===== src/rtl/led_frame_sequencer.sv =====
// led_frame_sequencer
//   Holds a 24-bit {R,G,B} colour per LED and, on request, serialises a whole
//   frame (LED 0 first, GRB order, MSB first) through the bit-level line
//   driver's start/done handshake. After the last bit the line is held idle
//   for the latch interval. The frame always transmits from a shadow copy
//   taken at frame start, so colour writes never disturb a frame in flight.
//
//   Optional build macro: LED_AUTO_REFRESH_EN
//     defined   - a new frame starts automatically in the cycle after
//                 frame_done (busy drops for one cycle only); go still works.
//     undefined - frames start only on go.
//
// Ports
//   clk        system clock
//   rst_n      asynchronous active-low reset
//   wr_en      colour write strobe
//   wr_addr    LED index to write (indices >= NUM_LEDS are ignored)
//   wr_data    colour {R[7:0],G[7:0],B[7:0]}
//   go         start-frame request, sampled only in IDLE
//   busy       high whenever the state is not IDLE
//   frame_done one-cycle pulse in the first IDLE cycle after a frame
//   bit_code   bit value presented to the line driver
//   bit_start  one-cycle start strobe to the line driver
//   bit_done   line driver free (high) / sending (low)
//
// state   | meaning
// --------+---------------------------------------------------------
// IDLE    | waiting for go
// LOAD    | reset indices to LED 0 / bit 23, select first bit
// ISSUE   | strobe bit_start once the driver is free
// WAIT_LO | wait for the driver to accept the bit (bit_done low)
// WAIT_HI | wait for the driver to finish, then advance or latch
// LATCH   | hold the line idle for CYCLES_RESET cycles

module led_frame_sequencer #(
  parameter int NUM_LEDS     = 8,
  parameter int ADDR_W       = 8,
  parameter int CYCLES_RESET = 20000
) (
  input  logic              clk,
  input  logic              rst_n,
  input  logic              wr_en,
  input  logic [ADDR_W-1:0] wr_addr,
  input  logic [23:0]       wr_data,
  input  logic              go,
  output logic              busy,
  output logic              frame_done,
  output logic              bit_code,
  output logic              bit_start,
  input  logic              bit_done
);

  localparam int LED_W = (NUM_LEDS > 1) ? $clog2(NUM_LEDS) : 1;
  localparam int CNT_W = (CYCLES_RESET > 1) ? $clog2(CYCLES_RESET) : 1;
  localparam logic [LED_W-1:0] LAST_LED  = LED_W'(NUM_LEDS - 1);
  localparam logic [CNT_W-1:0] LATCH_END = CNT_W'(CYCLES_RESET - 1);

  typedef enum logic [2:0] {IDLE, LOAD, ISSUE, WAIT_LO, WAIT_HI, LATCH} state_t;

  state_t           state, state_nxt;
  logic [23:0]      colour [NUM_LEDS];
  logic [23:0]      shadow [NUM_LEDS];
  logic [LED_W-1:0] led_idx, led_idx_nxt;
  logic [4:0]       bit_idx, bit_idx_nxt;
  logic [CNT_W-1:0] latch_cnt, latch_cnt_nxt;
  logic             bit_start_nxt, bit_code_nxt, frame_done_nxt;
  logic             start_frame, wr_hit, sel_bit;
  logic [23:0]      sel_colour, sel_grb;

  assign wr_hit = wr_en && (32'(wr_addr) < 32'(NUM_LEDS));
  assign busy   = (state != IDLE);

`ifdef LED_AUTO_REFRESH_EN
  // frame_done is only high in the first IDLE cycle, so it doubles as the
  // automatic restart request.
  assign start_frame = (state == IDLE) && (go || frame_done);
`else
  assign start_frame = (state == IDLE) && go;
`endif

  always_ff @(posedge clk or negedge rst_n) begin
    if (!rst_n) begin
      for (int i = 0; i < NUM_LEDS; i++) begin
        colour[i] <= '0;
        shadow[i] <= '0;
      end
    end else begin
      if (wr_hit)
        colour[wr_addr[LED_W-1:0]] <= wr_data;
      // Nonblocking copy: a write on the same edge lands only in colour.
      if (start_frame)
        for (int i = 0; i < NUM_LEDS; i++)
          shadow[i] <= colour[i];
    end
  end

  always_ff @(posedge clk or negedge rst_n) begin
    if (!rst_n) begin
      state      <= IDLE;
      led_idx    <= '0;
      bit_idx    <= '0;
      latch_cnt  <= '0;
      bit_start  <= 1'b0;
      bit_code   <= 1'b0;
      frame_done <= 1'b0;
    end else begin
      state      <= state_nxt;
      led_idx    <= led_idx_nxt;
      bit_idx    <= bit_idx_nxt;
      latch_cnt  <= latch_cnt_nxt;
      bit_start  <= bit_start_nxt;
      bit_code   <= bit_code_nxt;
      frame_done <= frame_done_nxt;
    end
  end

  always_comb begin
    state_nxt      = state;
    led_idx_nxt    = led_idx;
    bit_idx_nxt    = bit_idx;
    latch_cnt_nxt  = latch_cnt;
    bit_start_nxt  = 1'b0;
    bit_code_nxt   = bit_code;
    frame_done_nxt = 1'b0;
    sel_bit        = 1'b0;
    sel_colour     = '0;
    sel_grb        = '0;

    case (state)
      IDLE: if (start_frame) state_nxt = LOAD;
      LOAD: begin
        led_idx_nxt = '0;
        bit_idx_nxt = 5'd23;
        sel_bit     = 1'b1;
        state_nxt   = ISSUE;
      end
      ISSUE: if (bit_done) begin
        bit_start_nxt = 1'b1;
        state_nxt     = WAIT_LO;
      end
      WAIT_LO: if (!bit_done) state_nxt = WAIT_HI;
      WAIT_HI: if (bit_done) begin
        if (led_idx == LAST_LED && bit_idx == 5'd0) begin
          latch_cnt_nxt = '0;
          state_nxt     = LATCH;
        end else begin
          if (bit_idx == 5'd0) begin
            bit_idx_nxt = 5'd23;
            led_idx_nxt = led_idx + 1'b1;
          end else begin
            bit_idx_nxt = bit_idx - 5'd1;
          end
          sel_bit   = 1'b1;
          state_nxt = ISSUE;
        end
      end
      LATCH: begin
        if (latch_cnt == LATCH_END) begin
          frame_done_nxt = 1'b1;
          state_nxt      = IDLE;
        end else begin
          latch_cnt_nxt = latch_cnt + 1'b1;
        end
      end
      default: state_nxt = IDLE;
    endcase

    // bit_code is loaded on entry to ISSUE and then held until the next bit,
    // since the driver samples it one cycle after bit_start.
    if (sel_bit) begin
      sel_colour   = shadow[led_idx_nxt];
      sel_grb      = {sel_colour[15:8], sel_colour[23:16], sel_colour[7:0]};
      bit_code_nxt = sel_grb[bit_idx_nxt];
    end
  end

endmodule


===== config.mk =====
export PLATFORM = sky130hd
export DESIGN_NAME = led_frame_sequencer
export DESIGN_NICKNAME = d
export VERILOG_FILES = /design/src/rtl/led_frame_sequencer.sv
export SDC_FILE = /design/constraint.sdc
export NUM_CORES = 1
export LEC_CHECK = 0
export BUFFER_PORTS_ARGS = -buffer_cell sky130_fd_sc_hd__buf_2
export CAP_MARGIN = 0
export CORE_MARGIN = 2
export CORE_UTILIZATION = 56
export CTS_CLUSTER_DIAMETER = 30
export DETAILED_ROUTE_END_ITERATION = 10
export PLACE_DENSITY = 0.86
export SETUP_SLACK_MARGIN = 0.4
export SLEW_MARGIN = 25
export SYNTH_ARGS = -nofsm -noshare
export SYNTH_HDL_FRONTEND = slang
export SYNTH_SLANG_ARGS = --single-unit

===== constraint.sdc =====
create_clock -name clk -period 3.1 [get_ports clk]
set_input_delay 0.31 -clock clk [delete_from_list [all_inputs] [get_ports clk]]
set_output_delay 0.31 -clock clk [all_outputs]
set_load 0.02 [all_outputs]

==> flow_summary.yaml <==
status:
  outcome: "complete, but fails checks"
  violations: "negative setup slack"
worst_setup_path:
  r2r-end: "bit_code"
  cp-start-kind: "flip-flop"
  critical-path-max-stage-delay_ns: 0.49
  path_cells: "buf_4 -> nand4bb_1 -> a31oi_4 -> a211oi_1 -> a31o_2 -> inv_1 -> nor2_1 -> nand2_1 -> a211oi_4 -> a2111oi_4 -> a21oi_2"
  cp.required_ns: 3.59
  path_max_fanout: 8
  reg2reg_from: "state[2]"
  critPathBufInv: 2
  cp.depth: 11
  r2r_cells: 11
  r2r_slack_ns: -0.17
  end_kind: "flip-flop"
  cp_slowest_cell: "dfrtp_1"
  setup.worst_path.start: "state[2]"
  crit_type: "reg2reg"
  critical-path-top-delay-family: "compound AO/OA/AOI/OAI gates"
  crit_end: "bit_code"
  arrival_ns: 3.76
routing:
  vias_per_cell: 6.41
  wirelength_mm: 50.2
  detail_route.first_pass.iterations: 5
  remaining_drc_errors: 0
  drt-wirelength-per-cell_um: 25.5
  via_count: 12700
  drt_iter0_markers: 1357
  ant_nets: 0
floorplan:
  die_area_um2: 33300
  core_area_um2: 31500
  die_y_um: 182
  initial_core_util_pct: 56.7
  rows: 65
  fp.dieW_um: 182
  ios: 41
grt:
  grt_pass1_wl_mm: 77.7
  grt_overflow: 0
  grt_pass1_vias: 13800
  grt_antenna_before_repair: 1
  grt_max_degree: 111
  grtUsageTotal_pct: 30.2
placement:
  postPlaceCellArea_um2: 18800
  port-buffer-count: 40
  dpl.cell_count: 1784
  post-place-ws_ns: 0.0575
  post-dp-hpwl_mm: 24.7
  place_congestion: 0.856
layout:
  design_area_um2: 22600
  drive_gt1_share_pct: 45.6
  instances_no_fill: 1973
  layout.nets: 1541
  areaGrowthSynthToFinish_pct: 26.4
  nFillCells: 1709
logic_synthesis:
  synth-edff-count: 0
  syn_area_um2: 17800
  synth-async-reset-ratio_pct: 100
  syn_nets: 1412
  synth_area_leaders: "dfrtp_1 (58%), mux2_2 (24%), nand2_1 (3.3%), a21oi_1 (1.6%), nand3_1 (1.3%)"
  synth_flop_cell: "dfrtp_1"
  synth_cell_types: 64
  synth_most_common_cell: "dfrtp_1"
  synth_common_cells: "dfrtp_1 (413), mux2_2 (385), nand2_1 (155), a21oi_1 (57), nand3_1 (48)"
  synth-seq-cells: 413
  synth.avg_cell_area_um2: 13.0
  yosysTopAreaCell: "dfrtp_1"
  synth.top_cell.area_share_pct: 57.9
  synth_cells: 1370
  yosysSeqAreaShare_pct: 57.9
  yosysWarnings: 0
power:
  p_leak_nw: 10.9
  pwr_density_cell_nw_per_um2: 855
  peakVddDrop_v: 0.000665
sta:
  grt_setup_unrepaired: "true"
  slew_headroom_pct: 42.0
  worst_slack_ns: -0.169
  fin_skew_ns: 0.0255
  hold_violations: 0
  setup_viol: 1
  slew_violations: 0
  timing.hold.ws_ns: 0.0626
  tightest_slew_ns: 0.870
  timing.fmax_ghz: 0.306
  final.min_clock_period_ns: 3.27
  final.period_utilization_pct: 105
clock_tree:
  numCtsBuffers: 87
  htreeDepth: 3
  clock_tree.buffer_depth: 3
  cts_root_buf: "clkbuf_16"
  clock_latency_ns: 0.59
  clk_pin_slew_ns: 0.06
  clock_sink_count: 413
  cts_tree: "done"
min_path:
  hold_class: "in2reg"
  hold_depth: 2
run:
  cap_violations: 0
## cells by family (layout without fill, tap and decap cells)
logic type	count (synthesis)	count (layout)	share of synthesized area, %
other	0	1	0
flip-flops	413	413	57.9
AO/OA/AOI/OAI	152	152	5.79
multiplexers	404	404	25.4
buffers and inverters	97	297	2.67
AND/OR/NAND/NOR	289	289	7.41
adder cells (fa/ha/maj)	5	5	0.351
XOR/XNOR	10	10	0.491
## placed cells by master (no fill, tap or decap), types with 4 or more instances in the layout
master,count
nand4_1,10
clkbuf_16,88
buf_4,52
nor2_1,27
buf_2,39
a221oi_1,5
mux2_2,385
nand3b_1,4
buf_16,4
a211oi_1,7
xor2_1,8
clkinv_2,10
buf_6,5
a22oi_1,11
buf_12,17
inv_6,10
nand2_1,155
mux2i_1,17
a22oi_2,4
a31oi_1,6
bufinv_16,16
clkinv_4,8
nor3_1,6
a21oi_2,4
nand3_2,5
o21ai_0,18
dfrtp_1,411
inv_1,12
a21oi_1,53
clkbuf_8,11
clkbuf_1,8
or3_1,6
nand3_1,43
clkinvlp_4,7
## per-layer routing
metal	global-route usage [%]	up-vias	routed length, um
li1	-	5189	-
met1	36.4	6476	18500
met2	50.2	733	24900
met3	6.15	255	3790
met4	18.9	0	3040
met5	0	-	0
## sequential cells by signal, indices dropped and copies added, names as in the netlist
register / count
frame_done: 1
bit_code: 1
shadow: 192
bit_start: 1
bit_idx: 5
latch_cnt: 15
colour: 192
led_idx: 3
state: 3
## how the worst min path moves through the flow
stage / startpoint / end / slack, ns
global route: wr_data[4] / colour[28] / 0.08
global placement: rst_n / colour[90] / 0.44
CTS: wr_data[23] / colour[143] / 0.06
detailed placement: rst_n / colour[162] / 0.45
floorplan: rst_n / bit_code / 0.01
finish: wr_data[23] / colour[143] / 0.06
## layout make-up
type / instances / area, um2 / area share (%)
tap: 402 / 503 / 2.23
clock inverter: 54 / 805 / 3.57
multi-input combinational: 860 / 7330 / 32.5
antenna: 1 / 2.50 / 0.0111
timing repair buffer: 120 / 1140 / 5.07
inverter: 17 / 71.3 / 0.316
clock buffer: 106 / 2360 / 10.5
sequential: 413 / 10300 / 45.8
## repair_timing
item / 4_1_cts / 5_1_grt
pin swaps: 12 / 16
gates cloned: 3 / 1
setup endpoints to repair: 1 / 3
buffers inserted: 18 / 5
resized for setup: 25 / 29
hold buffers: 1 / 0
hold endpoints to repair: 100 / 0
## stage by stage
step	utilization, %	total power [mW]	setup TNS [ns]
after floorplan	-	8.14	0
after global placement	59.7	8.86	0
after detailed placement	59.7	8.98	0
after CTS	71.0	19.1	0
after global routing	71.6	19.8	-0.229
final	71.6	19.3	-0.169
## report_power, final
group	internal, mW	switching [mW]
Sequential	6.11	0.547
Combinational	1.22	1.45
Clock	6.79	3.16
Note: power is estimated with default switching activity, not from simulation.
